<file path="config.mk">
export PLATFORM = sky130hd
export DESIGN_NAME = bcd_run_ctrl
export DESIGN_NICKNAME = d
export VERILOG_FILES = /design/src/rtl/bcd_run_ctrl.sv
export SDC_FILE = /design/constraint.sdc
export NUM_CORES = 1
export LEC_CHECK = 0
export CAP_MARGIN = 30
export CORE_MARGIN = 2
export CORE_UTILIZATION = 58
export DETAILED_ROUTE_END_ITERATION = 6
export HOLD_SLACK_MARGIN = 0.06
export PLACE_DENSITY = 0.77
export SYNTH_ARGS = -nofsm -noshare
export SYNTH_HDL_FRONTEND = slang
export SYNTH_SLANG_ARGS = --single-unit
</file>
<file path="constraint.sdc">
create_clock -name clk -period 3.43 [get_ports clk]
set_input_delay 0.8575 -clock clk [delete_from_list [all_inputs] [get_ports clk]]
set_output_delay 0.8575 -clock clk [all_outputs]
set_load 0.02 [all_outputs]
</file>
<file path="src/rtl/bcd_run_ctrl.sv">
// bcd_run_ctrl: debounced run/pause/clear sequencer for a 2-digit BCD counter.
// Optional `define ONESHOT_EN adds a DONE state that stops at terminal count.
module bcd_run_ctrl_deb #(
  parameter int unsigned DEBOUNCE_CYC = 4
) (
  input  logic clk,
  input  logic rst,
  input  logic btn,
  output logic ev
);
  localparam int unsigned CW = $clog2(DEBOUNCE_CYC + 1);
  localparam logic [CW-1:0] CLAST = CW'(DEBOUNCE_CYC - 1);

  logic          s1_q, s2_q;
  logic          lvl_q, lvl_d;
  logic          lvl_p_q;
  logic          ev_q, ev_d;
  logic [CW-1:0] cnt_q, cnt_d;

  always_comb begin
    lvl_d = lvl_q;
    cnt_d = '0;
    if (s2_q != lvl_q) begin
      if (cnt_q == CLAST) lvl_d = s2_q;
      else cnt_d = cnt_q + 1'b1;
    end
    ev_d = lvl_q & ~lvl_p_q;
  end

  always_ff @(posedge clk or posedge rst) begin
    if (rst) begin
      s1_q    <= 1'b0;
      s2_q    <= 1'b0;
      lvl_q   <= 1'b0;
      lvl_p_q <= 1'b0;
      cnt_q   <= '0;
      ev_q    <= 1'b0;
    end else begin
      s1_q    <= btn;
      s2_q    <= s1_q;
      lvl_q   <= lvl_d;
      lvl_p_q <= lvl_q;
      cnt_q   <= cnt_d;
      ev_q    <= ev_d;
    end
  end

  assign ev = ev_q;
endmodule

module bcd_run_ctrl #(
  parameter int unsigned CLK_HZ       = 50000000,
  parameter int unsigned TICK_HZ      = 1,
  parameter int unsigned DEBOUNCE_CYC = 1000000
) (
  input  logic clk,
  input  logic rst,
  input  logic btn_ss,
  input  logic btn_clr,
  input  logic up_dn,
  input  logic cnt_tc,
  output logic cnt_en,
  output logic cnt_clr,
  output logic cnt_up,
  output logic running,
  output logic done
);
  localparam int unsigned DIV = CLK_HZ / TICK_HZ;
  localparam int unsigned PW  = $clog2(DIV);
  localparam logic [PW-1:0] PLAST = PW'(DIV - 1);

`ifdef ONESHOT_EN
  typedef enum logic [1:0] {IDLE, RUN, PAUSE, DONE} state_t;
`else
  typedef enum logic [1:0] {IDLE, RUN, PAUSE} state_t;
`endif

  state_t        state_q, state_d;
  logic [PW-1:0] pre_q, pre_d;
  logic          en_q, en_d;
  logic          clr_q, clr_d;
  logic          up_q, up_d;
  logic          run_q, run_d;
  logic          ev_ss, ev_clr;
  logic          wrap;

  bcd_run_ctrl_deb #(.DEBOUNCE_CYC(DEBOUNCE_CYC)) u_deb_ss (
    .clk(clk), .rst(rst), .btn(btn_ss), .ev(ev_ss)
  );

  bcd_run_ctrl_deb #(.DEBOUNCE_CYC(DEBOUNCE_CYC)) u_deb_clr (
    .clk(clk), .rst(rst), .btn(btn_clr), .ev(ev_clr)
  );

  always_comb begin
    state_d = state_q;
    pre_d   = pre_q;
    up_d    = up_q;
    en_d    = 1'b0;
    clr_d   = 1'b0;
    wrap    = (state_q == RUN) && (pre_q == PLAST);
    if (state_q == RUN) pre_d = wrap ? '0 : pre_q + 1'b1;
    // clear outranks start/stop and suppresses any tick on the same edge
    if (ev_clr) begin
      state_d = IDLE;
      pre_d   = '0;
      clr_d   = 1'b1;
    end else begin
      en_d = wrap;
      unique case (state_q)
        IDLE: begin
          if (ev_ss) begin
            state_d = RUN;
            up_d    = up_dn;
          end
        end
        RUN: begin
`ifdef ONESHOT_EN
          if (en_q && cnt_tc) state_d = DONE;
          else if (ev_ss) state_d = PAUSE;
`else
          if (ev_ss) state_d = PAUSE;
`endif
        end
        PAUSE: begin
          if (ev_ss) state_d = RUN;
        end
`ifdef ONESHOT_EN
        DONE: begin
          if (ev_ss) begin
            state_d = RUN;
            clr_d   = 1'b1;
            up_d    = up_dn;
            pre_d   = '0;
          end
        end
`endif
        default: state_d = IDLE;
      endcase
    end
    run_d = (state_d == RUN);
  end

  always_ff @(posedge clk or posedge rst) begin
    if (rst) begin
      state_q <= IDLE;
      pre_q   <= '0;
      en_q    <= 1'b0;
      clr_q   <= 1'b0;
      up_q    <= 1'b1;
      run_q   <= 1'b0;
    end else begin
      state_q <= state_d;
      pre_q   <= pre_d;
      en_q    <= en_d;
      clr_q   <= clr_d;
      up_q    <= up_d;
      run_q   <= run_d;
    end
  end

`ifdef ONESHOT_EN
  logic done_q, done_d;

  assign done_d = (state_d == DONE);

  always_ff @(posedge clk or posedge rst) begin
    if (rst) done_q <= 1'b0;
    else done_q <= done_d;
  end

  assign done = done_q;
`else
  logic unused_tc;

  assign unused_tc = cnt_tc;
  assign done      = 1'b0;
`endif

  assign cnt_en  = en_q;
  assign cnt_clr = clr_q;
  assign cnt_up  = up_q;
  assign running = run_q;
endmodule

</file>
==> Yosys cells after proc, flatten, opt, wreduce, memory -nomap -nowiden <==
Index checks and enable logic that the tools add are counted.
{ "classes": {"eq_ne": 8, "add_sub_neg": 3, "bitwise_logic": 5, "reduce_logical": 7, "muxes": 13} }
{ "ops": {"columns": ["op", "count"], "rows": [
  ["$mux W20", 4],
  ["$mux W26", 3],
  ["$add A20 B1 Y20 const B", 2],
  ["$eq A20 B20 Y1 const B", 2],
  ["$add A26 B1 Y26 const B", 1],
  ["$eq A26 B26 Y1 const B", 1],
  ["$mux W2", 3],
  ["$eq A2 B1 Y1 const B", 2],
  ["$pmux W2 S2", 1],
  ["$reduce_and A2 Y1", 2],
  ["$not A1 Y1", 3],
  ["$reduce_and A3 Y1", 1],
  ["$and A1 B1 Y1", 2],
  ["$eq A2 B2 Y1 const B", 1],
  ["$logic_not A2 Y1", 1],
  ["$mux W1", 2],
  ["$ne A1 B1 Y1", 2],
  ["$reduce_bool A2 Y1", 1],
  ["$reduce_or A2 Y1", 1],
  ["$logic_and A1 B1 Y1", 1]
]} }
{ "totals": {"output_inout_bits": 5, "in_bits": 6, "regBits": 82} }

==> Depth between registers and ports, before layout <==
{ "depth": {"depth_word": 5, "mapped_depth": 7, "mapped_depth_nobuf": 6} }

==> Modules after synthesis <==
A second synthesis with hierarchy kept.
{ "hier_totals": {"hier_cells": 426, "hier_area_um2": 4151.5} }
{ "modules_own_cells": {"columns": ["module", "area_per_inst_um2", "n_inst", "cells_per_inst", "seq_area_each_um2"], "rows": [
  ["bcd_run_ctrl_deb", 1168.6, 2, 114, 625.6],
  ["bcd_run_ctrl", 1814.2, 1, 198, 802.0]
]} }

==> Least setup slack after synthesis <==
Ideal clock, no wire load.
{ "synth_timing": {"path_type": "reg-to-reg", "startpoint": "reg pre_q[10]", "endpoint": "reg pre_q[10]", "stages_incl_launch_ff": 7, "t_arrival_ns": 1.633, "setup_ns": 0.119, "path_slack_ns": 1.678, "cell_sequence": "dfrtp_1 or4_4 nor4_4 nand2_2 nand2_2 buf_6 nor2_1"} }
{ "synth_via": {"elab_chain_cells": 5} }
{ "synth_lines": {"columns": ["item", "line_no", "source"], "rows": [
  ["start: declaration", "79", "logic [PW-1:0] pre_q, pre_d;"],
  ["start signal: assignment", "154", "pre_q <= pre_d;"],
  ["parallel branches: the longest is 2 deep, another holds $add A26 B1 Y26", null, null],
  ["$mux W26 (*) (2 in a row)", "102", "if (state_q == RUN) pre_d = wrap ? '0 : pre_q + 1'b1;"],
  ["$mux W26 (*)", "104", "if (ev_clr) begin"]
]} }
Mark *: on every way between the ends. The select of a mux whose other input is x is not followed.
A chain may end at the register's enable or synchronous reset.

==> Worst setup path after layout <==
{ "layout_timing": {"startpoint": "reg up_q (netlist: cnt_up)", "endpoint": "out cnt_up"} }
{ "layout_rtl": {"columns": ["item", "line_no", "source"], "rows": [
  ["start: declaration", "82", "logic up_q, up_d;"],
  ["start signal: assignment", "157", "up_q <= up_d;"],
  ["end: declaration", "64", "output logic cnt_up,"]
]} }
No word-level cell between the ends.

==> impl_metrics.ini <==
[status]
outcome = finished, final reports clean

[critical_path]
cpMaxStageDelayCell = clkdlybuf4s50_1
crit_chain = clkdlybuf4s50_1
path_buf_inv = 1
critPathMaxStageDelay_ns = 0.60
crit_type = register to output port
worstPathArrival_ns = 1.49
ff2ff_setup_slack_ns = 1.26
critPathTopFamily = buffers and inverters
endpoint_kind = output port
rr_worst_depth = 6
startpoint_type = register
r2r_start = pre_q[0]
critical_path.max_fanout = 2
rr_endpoint = pre_q[11]
cp.required_ns = 2.57

[final_layout]
n_fill_cell = 493
seqCellArea_mm2 = 0.00205
layout-drive-gt1-share_pct = 8.33
multi_input_area_mm2 = 0.00176
fin_nets = 401
insertedDiodeCount = 0
synthToLayoutAreaGrowth_pct = 8.67

[yosys]
netlist_top_cells_area = dfrtp_1 (52%), xor2_1 (7.6%), nor2_1 (7.2%), xnor2_1 (5.8%), nand3_1 (3.2%)
synth_seq_cells = 82
yosysTopAreaCell = dfrtp_1
ys_seq_area_share_pct = 52.7
syn_nets = 390
yosysTopAreaCellShare_pct = 52.0
avgSynthCellArea_um2 = 10.3
synth_edf_count = 0
yosys_warnings = 0
synthFlopType = dfrtp_1
ys_types = 44
async_reset_ff_share_pct = 100
netlist_instances = 380
syn_area_mm2 = 0.00390

[timing]
rsz0062_at_grt = false
worstMarginPinSlew_ns = 0.822
slew_headroom_pct = 44.7
period_share_pct = 68.4
hold_viol = 0
max_freq_ghz = 0.426
skew_ns = 0.00929
hold_ws_ns = 0.351
slew_viol_final = 0
period_needed_ns = 2.35
fin_tns_setup_ns = 0
setup_viol = 0

[cts]
post_cts_resized = 0
cts.sinks = 82
cts_root_buffer = clkbuf_8
clk_latency_ns = 0.36
path_clk_slew_ns = 0.09
cts_max_level = 3
cts_setup_buffers = 0
max-clock-path-buffers = 2
cts_tree = done
cts_hold_buf = 0
cts_made_buffers = 9

[global_route]
grt_antenna_before_repair = 0
grt_pass1_wl_um = 12100
grt_pass1_vias = 2614
grt_max_degree = 40
overflow = 0
grtUsageTotal_pct = 21.0

[die]
die_area_mm2 = 0.00739
die_y_um = 86.0
core_region_area_mm2 = 0.00642
fp.dieW_um = 86.0
fp-row-count = 29
initial_core_util_pct = 60.7
num_io_pins = 11

[power]
p_leak_uw = 0.00186
cellPowerDensity_mw_per_mm2 = 411
vdd_drop_max_mv = 0.266

[worst_hold_path]
hold_depth = 0
holdPathEnd = u_deb_clr.s2_q
hp-start = u_deb_clr.s1_q
holdCritPathClass = register to register

[drt]
vias_per_cell = 5.67
drt_first_pass_iters = 4
wirelength_um = 7050
vias = 2680
post_drt_wl_per_cell_um = 14.9
drt_iter0_drc = 132
drcViolationCount = 0
drtAntennaViolNets = 0

[placed_design]
place_congestion = 0.802
dp_hpwl_um = 4720
port_buffers = 8

[run]
max-cap-violations = 0
-- per-layer routing --
metal | GRT usage (%) | routed length (um) | vias up | share of wire (%)
li1 | - | - | 1321 | -
met1 | 28.8 | 3380 | 1317 | 48
met3 | 3.18 | 157 | 12 | 2.2
met2 | 32.2 | 3340 | 30 | 47
met4 | 11.3 | 166 | 0 | 2.4
met5 | 0 | 0 | - | 0
-- cell usage after synthesis, types with 2 or more instances --
cell	number
dfrtp_1	81
nor2_1	75
xor2_1	34
xnor2_1	26
nand3_1	25
nand2_1	24
nand4_1	16
nor3_1	12
and3_1	10
and4_1	8
inv_1	7
clkbuf_1	5
nor4_1	5
a21oi_1	4
ha_1	4
mux2_2	4
nor4b_1	4
nor2b_1	3
buf_2	2
buf_6	2
nand2_2	2
nand2b_1	2
nand3b_1	2
or2_2	2
or3_1	2
-- cell type report --
| class | count | area share [%] |
|---|---|---|
| sequential | 82 | 48.5 |
| timing repair buffer | 10 | 2.25 |
| clock inverter | 5 | 1.48 |
| tap | 77 | 2.27 |
| clock buffer | 11 | 3.34 |
| inverter | 7 | 0.650 |
| multi-input combinational | 281 | 41.5 |
-- kinds of logic after synthesis --
kind of cell | synth area share, %
AO/OA/AOI/OAI | 2.54
buffers and inverters | 2.18
other | 0.0962
XOR/XNOR | 13.5
multiplexers | 1.16
AND/OR/NAND/NOR | 26.6
flip-flops | 52.7
adder cells (fa/ha/maj) | 1.28
-- state kept, by name (all words and copies together), names as in the netlist --
name,flops
u_deb_clr.cnt_q,20
cnt_clr,1
u_deb_ss.cnt_q,20
cnt_en,1
u_deb_clr.s1_q,1
pre_q,26
u_deb_ss.lvl_p_q,1
u_deb_ss.lvl_q,1
state_q,2
running,1
u_deb_clr.lvl_q,1
u_deb_ss.ev,1
u_deb_clr.s2_q,1
u_deb_ss.s2_q,1
u_deb_clr.ev,1
u_deb_clr.lvl_p_q,1
u_deb_ss.s1_q,1
cnt_up,1
-- how the worst max path moves through the flow --
stage / cells past startpoint / endpoint / slack [ns] / start
2_1_floorplan: 1 / cnt_clr / 0.47 / rst
3_3_place_gp: 3 / cnt_up / 1.34 / rst
3_5_place_dp: 3 / cnt_up / 1.33 / rst
4_1_cts: 1 / cnt_up / 1.07 / cnt_up
5_1_grt: 1 / cnt_up / 1.06 / cnt_up
6_report: 1 / cnt_up / 1.08 / cnt_up
-- metrics by stage --
stage | instances | util [%] | setup slack, ns | cell area, um^2 | power, uW
finish | 473 | 65.9 | 1.08 | 4240 | 1740
global route | 473 | 65.9 | 1.06 | 4240 | 1800
CTS | 473 | 65.9 | 1.07 | 4240 | 1760
detailed placement | 457 | 62.8 | 1.33 | 4030 | 1050
global placement | 457 | 62.8 | 1.34 | 4030 | 1050
floorplan | 380 | - | 0.466 | 3900 | 1030
-- placed cells by master, fill, tap and decap left out, types with 2 or more instances in the layout --
cell type        instances
dfrtp_1                 81
nor2_1                  75
xor2_1                  34
xnor2_1                 26
nand3_1                 25
nand2_1                 24
nand4_1                 16
nor3_1                  12
and3_1                  10
clkbuf_8                10
and4_1                   8
clkdlybuf4s50_1          8
inv_1                    6
nor4_1                   5
nor4b_1                  4
a21oi_1                  4
mux2_2                   4
ha_1                     4
nor2b_1                  3
nand2b_1                 2
nand3b_1                 2
nand2_2                  2
or3_1                    2
or2_2                    2
clkinvlp_4               2
buf_4                    2
-- report_power, final --
| group | total, uW | switching [uW] | internal [uW] |
|---|---|---|---|
| sequential | 982 | 7.73 | 974 |
| clock | 716 | 356 | 360 |
| combinational | 45.2 | 32.4 | 12.8 |
No activity file was read; power rests on OpenSTA's default activity.
